<file path="config.mk">
export PLATFORM = sky130hd
export DESIGN_NAME = ps2_key_sequencer
export DESIGN_NICKNAME = d
export VERILOG_FILES = /design/src/rtl/ps2_key_sequencer.sv
export SDC_FILE = /design/constraint.sdc
export NUM_CORES = 1
export LEC_CHECK = 0
export ABC_AREA = 0
export BUFFER_PORTS_ARGS = -buffer_cell sky130_fd_sc_hd__buf_2
export CORE_UTILIZATION = 56
export DETAILED_ROUTE_END_ITERATION = 10
export GPL_ROUTABILITY_DRIVEN = 0
export HOLD_SLACK_MARGIN = 0.15
export PLACE_DENSITY = 0.84
export SYNTH_ARGS = -nofsm -noshare
export SYNTH_HDL_FRONTEND = slang
export SYNTH_SLANG_ARGS = --single-unit
</file>
<file path="constraint.sdc">
create_clock -name clk -period 3.5 [get_ports clk]
set_input_delay 0.875 -clock clk [delete_from_list [all_inputs] [get_ports clk]]
set_output_delay 0.875 -clock clk [all_outputs]
set_load 0.02 [all_outputs]
</file>
<file path="src/rtl/ps2_key_sequencer.sv">
// ps2_key_sequencer
//   Turns the raw PS/2 set-2 scan-code byte stream into complete key events
//   (code, extended, break), queues them in a show-ahead FIFO with a
//   valid/ready handshake, and tracks held state for the game keys.
//
// Ports
//   clk        system clock
//   rst        synchronous active-high reset
//   byte_in    received scan-code byte (valid while byte_valid is high)
//   byte_valid one-cycle strobe from the PS/2 byte receiver
//   evt_code   head-of-FIFO scan code, prefixes stripped
//   evt_ext    head event carried the E0 prefix
//   evt_break  head event is a release (carried F0)
//   evt_valid  FIFO not empty
//   evt_ready  consumer takes the head event this cycle
//   key_left   left arrow (E0 6B) held
//   key_right  right arrow (E0 74) held
//   key_jump   space (29) or up arrow (E0 75) held
//   overflow   sticky: an event was dropped because the FIFO was full
//
// Optional build macro
//   PS2_TYPEMATIC_FILTER_EN  suppress auto-repeat makes of the last key pressed

module ps2_key_sequencer #(
    parameter int FIFO_DEPTH     = 4,
    parameter int TIMEOUT_CYCLES = 100000
) (
    input  logic       clk,
    input  logic       rst,
    input  logic [7:0] byte_in,
    input  logic       byte_valid,
    output logic [7:0] evt_code,
    output logic       evt_ext,
    output logic       evt_break,
    output logic       evt_valid,
    input  logic       evt_ready,
    output logic       key_left,
    output logic       key_right,
    output logic       key_jump,
    output logic       overflow
);

    localparam int AW    = $clog2(FIFO_DEPTH);
    localparam int TMO_W = $clog2(TIMEOUT_CYCLES + 1);
    localparam logic [TMO_W-1:0] TMO_LAST  = TMO_W'(TIMEOUT_CYCLES - 1);
    localparam logic [AW:0]      CNT_FULL  = (AW + 1)'(FIFO_DEPTH);

    typedef enum logic [1:0] {
        IDLE     = 2'd0,
        GOT_E0   = 2'd1,
        GOT_F0   = 2'd2,
        GOT_E0F0 = 2'd3
    } state_t;

    state_t            state, next_state;
    logic [TMO_W-1:0]  tmo_cnt;
    logic              emit, emit_ext, emit_brk;
    logic              suppress, push;

    // Bytes that carry no key information when seen outside a prefix
    // (ACK, BAT result, resend, echo, errors, Pause prefix).
    function automatic logic is_noise(input logic [7:0] b);
        case (b)
            8'hE1, 8'hAA, 8'hFA, 8'hFE, 8'hEE, 8'h00, 8'hFF: is_noise = 1'b1;
            default:                                        is_noise = 1'b0;
        endcase
    endfunction

    // ------------------------------------------------------------------
    // Prefix FSM
    // ------------------------------------------------------------------
    always_ff @(posedge clk) begin
        if (rst) begin
            state <= IDLE;
        end else begin
            state <= next_state;
        end
    end

    always_comb begin
        next_state = state;
        emit       = 1'b0;
        emit_ext   = 1'b0;
        emit_brk   = 1'b0;
        if (byte_valid) begin
            case (state)
                IDLE: begin
                    if (byte_in == 8'hE0) begin
                        next_state = GOT_E0;
                    end else if (byte_in == 8'hF0) begin
                        next_state = GOT_F0;
                    end else if (!is_noise(byte_in)) begin
                        emit = 1'b1;
                    end
                end
                GOT_E0: begin
                    if (byte_in == 8'hF0) begin
                        next_state = GOT_E0F0;
                    end else if (byte_in != 8'hE0) begin
                        emit       = 1'b1;
                        emit_ext   = 1'b1;
                        next_state = IDLE;
                    end
                end
                GOT_F0: begin
                    if (byte_in == 8'hE0) begin
                        next_state = GOT_E0F0;
                    end else if (byte_in != 8'hF0) begin
                        emit       = 1'b1;
                        emit_brk   = 1'b1;
                        next_state = IDLE;
                    end
                end
                GOT_E0F0: begin
                    if (byte_in != 8'hE0 && byte_in != 8'hF0) begin
                        emit       = 1'b1;
                        emit_ext   = 1'b1;
                        emit_brk   = 1'b1;
                        next_state = IDLE;
                    end
                end
                default: next_state = IDLE;
            endcase
        end else if (state != IDLE && tmo_cnt == TMO_LAST) begin
            // Prefix went stale (lost byte); abandon it silently.
            next_state = IDLE;
        end
    end

    // Idle-cycle counter, only meaningful while a prefix is pending.
    always_ff @(posedge clk) begin
        if (rst || byte_valid || state == IDLE || tmo_cnt == TMO_LAST) begin
            tmo_cnt <= '0;
        end else begin
            tmo_cnt <= tmo_cnt + 1'b1;
        end
    end

    // ------------------------------------------------------------------
    // Typematic (auto-repeat) filter
    // ------------------------------------------------------------------
`ifdef PS2_TYPEMATIC_FILTER_EN
    logic [7:0] rep_code;
    logic       rep_ext;
    logic       rep_vld;
    logic       rep_match;

    assign rep_match = rep_vld && rep_code == byte_in && rep_ext == emit_ext;
    assign suppress  = emit && !emit_brk && rep_match;

    always_ff @(posedge clk) begin
        if (rst) begin
            rep_code <= 8'h00;
            rep_ext  <= 1'b0;
            rep_vld  <= 1'b0;
        end else if (emit && !suppress) begin
            if (!emit_brk) begin
                rep_code <= byte_in;
                rep_ext  <= emit_ext;
                rep_vld  <= 1'b1;
            end else if (rep_match) begin
                rep_vld  <= 1'b0;
            end
        end
    end
`else
    assign suppress = 1'b0;
`endif

    assign push = emit && !suppress;

    // ------------------------------------------------------------------
    // Held-key flags: follow every accepted event, even if the FIFO drops it
    // ------------------------------------------------------------------
    logic left_held, right_held, space_held, up_held;

    always_ff @(posedge clk) begin
        if (rst) begin
            left_held  <= 1'b0;
            right_held <= 1'b0;
            space_held <= 1'b0;
            up_held    <= 1'b0;
        end else if (push) begin
            case ({emit_ext, byte_in})
                9'h16B:  left_held  <= !emit_brk;
                9'h174:  right_held <= !emit_brk;
                9'h029:  space_held <= !emit_brk;
                9'h175:  up_held    <= !emit_brk;
                default: ;
            endcase
        end
    end

    assign key_left  = left_held;
    assign key_right = right_held;
    assign key_jump  = space_held | up_held;

    // ------------------------------------------------------------------
    // Event FIFO: entries are {code, ext, brk}
    // ------------------------------------------------------------------
    logic [FIFO_DEPTH-1:0][9:0] mem;
    logic [AW-1:0]              wr_ptr, rd_ptr, rd_ptr_next;
    logic [AW:0]                count;
    logic                       full, pop, wr_en;
    logic [9:0]                 new_entry, head, head_next;
    logic [AW:0]                count_next;

    assign new_entry = {byte_in, emit_ext, emit_brk};
    assign full      = (count == CNT_FULL);
    assign evt_valid = (count != '0);
    assign pop       = evt_valid && evt_ready;
    // A pop frees the slot in the same cycle, so a full FIFO still accepts.
    assign wr_en     = push && (!full || pop);

    assign rd_ptr_next = pop ? rd_ptr + 1'b1 : rd_ptr;

    always_comb begin
        count_next = count;
        if (wr_en && !pop) begin
            count_next = count + 1'b1;
        end else if (pop && !wr_en) begin
            count_next = count - 1'b1;
        end
    end

    // Head is a register so it can hold its last value once the FIFO drains.
    // When the next head slot is the one being written this cycle, bypass
    // the memory and take the incoming event.
    always_comb begin
        head_next = head;
        if (count_next != '0) begin
            if (wr_en && rd_ptr_next == wr_ptr) begin
                head_next = new_entry;
            end else begin
                head_next = mem[rd_ptr_next];
            end
        end
    end

    always_ff @(posedge clk) begin
        if (wr_en) begin
            mem[wr_ptr] <= new_entry;
        end
    end

    always_ff @(posedge clk) begin
        if (rst) begin
            wr_ptr   <= '0;
            rd_ptr   <= '0;
            count    <= '0;
            head     <= '0;
            overflow <= 1'b0;
        end else begin
            if (wr_en) begin
                wr_ptr <= wr_ptr + 1'b1;
            end
            rd_ptr <= rd_ptr_next;
            count  <= count_next;
            head   <= head_next;
            if (push && !wr_en) begin
                overflow <= 1'b1;
            end
        end
    end

    assign evt_code  = head[9:2];
    assign evt_ext   = head[1];
    assign evt_break = head[0];

endmodule

</file>
Word level (Yosys, flattened, before mapping)
Index checks and enable logic that the tools add are counted.
{"block": "totals", "regBits": 81, "word_cells": 115, "output_inout_bits": 15, "in_bits": 12}
{"block": "classes", "eq_ne": 24, "muxes": 38, "reduce_logical": 29, "n_lt_le_gt_ge": 3, "add_sub_neg": 5, "bitwise_logic": 1}
{"operator": "equality test 8 bit, second input constant", "count": 8}
{"operator": "bitwise mux 40 bit", "count": 1}
{"operator": "two-way mux 10 bit", "count": 3}
{"operator": "equality test 9 bit, second input constant", "count": 3}
{"operator": "binary-select mux 10 bit (select 2 bit)", "count": 1}
{"operator": "demux 10 bit (select 2 bit)", "count": 1}
{"operator": "two-way mux 2 bit", "count": 10}
{"operator": "adder 17 x 1 -> 17 bit, second input constant", "count": 1}
{"operator": "equality test 17 bit, second input constant", "count": 1}
{"operator": "two-way mux 1 bit", "count": 16}
{"operator": "!= test 8 bit, second input constant", "count": 2}
{"operator": "!= test 4 bit, second input constant", "count": 3}
{"operator": "equality test 9 x 6 -> 1 bit, second input constant", "count": 1}
{"operator": "logical AND 1 bit", "count": 9}
{"operator": "zero test 8 bit", "count": 1}
{"operator": "one-hot mux 2 bit (4 select lines)", "count": 1}
{"operator": "AND reduction 2 bit", "count": 4}
{"operator": "OR reduction 7 bit", "count": 1}
{"operator": "< comparator 2 x 3 -> 1 bit, second input constant", "count": 2}
{"operator": "two-way mux 3 bit", "count": 2}
{"operator": "nonzero test 3 bit", "count": 2}
{"operator": "AND reduction 5 bit", "count": 1}
{"operator": "adder 2 x 1 -> 2 bit, second input constant", "count": 2}
{"operator": "equality test 2 bit, second input constant", "count": 2}
{"operator": "other kinds (14)", "count": 22}

Logic depth before layout (Yosys ltp)
{"block": "depth", "ltp_word": 18, "depth_mapped": 11, "ltp_nobuf": 9}

Worst setup path after synthesis
Ideal clock, no wire load.
{"block": "synth_timing", "kind": "input -> register", "startpoint": "in byte_in[4]", "endpoint": "reg mem[10] (netlist name), enable pin", "arrival_ns": 2.421, "n_path_buf": 3, "cell_stages": 8, "setup_ns": 0.343, "required_time_ns": 3.157, "slack_ns": 0.736, "path_cell_list": "buf_4 -> and4_1 -> o2111ai_1 -> and3_4 -> and3b_4 -> buf_4 -> buf_2 -> and2_1"}
{"block": "synth_between", "elab_chain_cells": 13, "word_cells_on_any_way": 29, "cone_classes": "eq/ne (10); mux (15); reduce/logical (4)"}
{"item": "start: declaration", "line": "30", "source": "input logic [7:0] byte_in,"}
{"item": "equality test 8 bit / zero test 8 bit (equally long branches)", "line": "63", "source": "case (b)"}
{"item": "OR reduction 7 bit", "line": "63"}
{"item": "two-way mux 1 bit", "line": "63"}
{"item": "two-way mux 1 bit", "line": "90", "source": "end else if (byte_in == 8'hF0) begin"}
{"item": "two-way mux 1 bit", "line": "88", "source": "if (byte_in == 8'hE0) begin"}
{"item": "two-way mux 1 bit", "line": "86", "source": "case (state)"}
{"item": "two-way mux 1 bit", "line": "85", "source": "if (byte_valid) begin"}
{"item": "two-way mux 1 bit", "line": "92", "source": "end else if (!is_noise(byte_in)) begin"}
{"item": "two-way mux 1 bit", "line": "90"}
{"item": "two-way mux 1 bit", "line": "88"}
{"item": "one-hot mux 1 bit (4 select lines) (*)", "line": "86"}
{"item": "two-way mux 1 bit (*)", "line": "85"}
{"item": "logical AND 1 bit (*)", "line": "213", "source": "assign wr_en = push && (!full || pop);"}
{"item": "end signal: indexed assignment", "line": "242", "source": "mem[wr_ptr] <= new_entry;"}
{"item": "end: declaration", "line": "201", "source": "logic [FIFO_DEPTH-1:0][9:0] mem;"}
Mark *: on every way between the ends. The rest lies on a longest branch, timed or not. The select of a mux whose other input is x is not followed.
A chain may end at the register's enable or synchronous reset.

Worst setup path after layout
{"block": "layout_timing", "startpoint": "reg count[0]", "endpoint": "reg head[5]"}
{"block": "layout_between", "elab_chain_cells": 9, "word_cells_on_any_way": 21, "cone_classes": "add/sub (2); eq/ne (2); mux (6); reduce/logical (11)"}
{"item": "start: declaration", "line": "203", "source": "logic [AW:0] count;"}
{"item": "start signal: assignment", "line": "258", "source": "count <= count_next;"}
{"item": "equality test 3 bit / nonzero test 3 bit (equally long branches)", "line": "209, 210"}
{"item": "zero test 1 bit / logical AND 1 bit (equally long branches)", "line": "213, 211"}
{"item": "logical OR 1 bit", "line": "213"}
{"item": "logical AND 1 bit", "line": "213"}
{"item": "zero test 1 bit", "line": "221", "source": "end else if (pop && !wr_en) begin"}
{"item": "logical AND 1 bit", "line": "221"}
{"item": "two-way mux 3 bit", "line": "221"}
{"item": "two-way mux 3 bit", "line": "219", "source": "if (wr_en && !pop) begin"}
{"item": "nonzero test 3 bit", "line": "231", "source": "if (count_next != '0) begin"}
{"item": "end signal: assignment", "line": "259", "source": "head <= head_next;"}
{"item": "end: declaration", "line": "205", "source": "logic [9:0] new_entry, head, head_next;"}
Several ways; a longest one is shown, not always the timed one. The select of a mux whose other input is x is not followed.

==> results.json <==
{
  "grt-ovfl-total": 0,
  "clockBufferDepth": 2,
  "die_h_microns": 83.6,
  "async_reset_ff_share_pct": 0,
  "htree_levels": 3,
  "rsz0062_at_grt": "no",
  "ys_seq_elements": 81,
  "setup_ws_ps": 467,
  "total_power_mw": 2.70,
  "first_pass_iters": 5,
  "rows": 29,
  "crit_fanout": 12,
  "vias_per_cell": 6.01,
  "cts-root-buf": "clkbuf_8",
  "die_area_sq_um": 6990,
  "grt_first_pass_wirelength_mm": 12.5,
  "cp.arrival_ps": 3310,
  "drv_cap": 0,
  "max_slew_margin_pct": 31.0,
  "worstPathRequired_ps": 3780,
  "hold_violations": 0,
  "max_slew.worst_pin.slew_ps": 1030,
  "p_leak_nw": 1.53,
  "ys_warn_count": 0,
  "clkTransAtPathRegs_ps": 80,
  "ys_types": 47,
  "ys_seq_area_share_pct": 54.2,
  "finalCriticalPeriod_ps": 3030,
  "diodes": 0,
  "die_w_microns": 83.6,
  "clock_latency_ps": 360,
  "postRouteAntennaNets": 0,
  "slowest_stage": "xnor2_2",
  "ctsResizeCount": 0,
  "power_density_nw_per_um2": 661,
  "hpwl_mm": 5.18,
  "setup_viol": 0,
  "status": "complete, no violations",
  "period_share_pct": 86.6,
  "cp_cell_sequence": "inv_1 > ha_1 > nand2b_1 > and2_4 > xnor2_2 > o211ai_1 > buf_4 > and2_1 > a211o_1 > mux2i_1",
  "antenna_found_initial": 0,
  "fin_nets": 372,
  "holdBufCountCts": 0,
  "netlist_area_sq_um": 3730,
  "clock.fmax_ghz": 0.330,
  "pre_cts_slack_ps": 282,
  "startpoint_type": "flop",
  "skew_ps": 8.22,
  "finalSetupTns_ps": 0,
  "peakVddDrop_mv": 0.576,
  "slowest_delay_ps": 780,
  "final_cell_mix": "dfxtp_1, edfxtp_1, nor2_1",
  "num_vias": 2610,
  "cts_inserted_buffers": 9,
  "synthFlopType": "dfxtp_1",
  "synth_edf_count": 40,
  "area_growth_pct": 9.29,
  "synthCells": 326,
  "portBuffers": 26,
  "clock-sinks": 81,
  "finalMaxSlewViolations": 0,
  "critPathCaptureType": "flop",
  "cts_setup_buffers": 0,
  "final_common_cell": "dfxtp_1",
  "path_class": "flop to flop",
  "grt_max_degree": 23,
  "whs_ps": 465,
  "initial_utilization_pct": 58.4,
  "drive_above_1_share_pct": 17.1,
  "hp-class": "flop to flop",
  "io_pins": 27,
  "synth_area_per_cell_sq_um": 11.4,
  "drc": 0,
  "syn-num-nets": 346,
  "cts_tree": "yes",
  "wl_per_cell_microns": 17.2,
  "drt_iter0_markers": 286,
  "core_area_sq_um": 6390,
  "grt_pass1_vias": 2520,
  "grt_usage_pct": 22.8,
  "drt_wl_total_mm": 7.45
}
## cell usage after synthesis, types with 3 or more instances
| cell | count | area (sq um) |
|---|---|---|
| dfxtp_1 | 41 | 821 |
| edfxtp_1 | 40 | 1200 |
| nor2_1 | 30 | 113 |
| nand2_1 | 22 | 82.6 |
| inv_1 | 20 | 75.1 |
| mux2i_1 | 19 | 190 |
| a21oi_1 | 18 | 90.1 |
| nand3_1 | 15 | 75.1 |
| xor2_1 | 9 | 78.8 |
| a211o_1 | 8 | 70.1 |
| ha_1 | 8 | 100 |
| mux4_2 | 8 | 180 |
| xnor2_1 | 8 | 70.1 |
| and2_1 | 7 | 43.8 |
| o21ai_0 | 6 | 30.0 |
| or3_1 | 6 | 37.5 |
| and3_1 | 5 | 31.3 |
| buf_2 | 5 | 25.0 |
| nand4_1 | 5 | 31.3 |
| and4_1 | 4 | 35.0 |
| buf_4 | 4 | 30.0 |
| clkbuf_1 | 3 | 11.3 |
| nor3_1 | 3 | 15.0 |
| nor4_1 | 3 | 18.8 |
| o211ai_1 | 3 | 22.5 |
## path summary, 6_finish.rpt
kind / from / end / slack (ps) / cells past startpoint
worst max-delay path: count[0] / head[5] / 470 / 10
worst min-delay path: head[0] / head[0] / 470 / 2
worst max register to register: count[0] / head[5] / 470 / 10
worst min register to register: head[0] / head[0] / 470 / 2
## area by class of cell
type / count / area (sq um)
well taps: 77 / 96.3
multi-input cells: 211 / 1550
repair buffers: 29 / 153
flip-flops and latches: 81 / 2020
inverters: 20 / 75.1
fillers: 493 / 2310
clock inverters: 7 / 62.6
clock buffers: 9 / 124
## metrics by stage
| stage | cell area, sq um | instances | utilization, % |
|---|---|---|---|
| 3_5_place_dp | 3890 | 418 | 60.9 |
| 4_1_cts | 4080 | 434 | 63.9 |
| 6_report | 4080 | 434 | 63.9 |
| 3_3_place_gp | 3890 | 418 | 60.9 |
| 2_1_floorplan | 3730 | 326 | - |
| 5_1_grt | 4080 | 434 | 63.9 |
## metal layers
| metal | routed length [microns] | track usage (%) | vias up |
|---|---|---|---|
| met5 | 0 | 0 | - |
| met4 | 89 | 8.17 | 0 |
| met3 | 500 | 4.55 | 8 |
| met2 | 3510 | 35.3 | 114 |
| met1 | 3350 | 32.2 | 1250 |
| li1 | - | - | 1238 |
## state kept, by name (all words and copies together) (netlist names), 2 cells and up
name,count
mem,40
wr_ptr,2
count,3
state,2
tmo_cnt,17
head,10
rd_ptr,2
## critical path: cells and delay by family (launching register included)
kind | cells | cell delay [ps]
mux | 1 | 140
simple gates | 3 | 600
xor+xnor | 1 | 780
buf+inv | 2 | 350
flops | 1 | 360
fa+ha+maj | 1 | 190
compound gates | 2 | 530
## where the power goes
part	leakage, nW	switching (mW)	internal, mW
sequential	0.705	0.0576	1.09
clock	0.0976	0.368	0.272
combinational	0.728	0.503	0.401
## logic make-up (layout without fill, tap and decap cells)
logic type	Yosys count	in the layout	synth area share, %
AND/OR/NAND/NOR	114	114	16.6
AO/OA/AOI/OAI	44	44	7.81
flip-flops	81	81	54.2
XOR/XNOR	18	18	4.43
adder cells (fa/ha/maj)	8	8	2.68
buffers and inverters	34	65	4.39
multiplexers	27	27	9.93
Note: power is estimated with default switching activity, not from simulation.
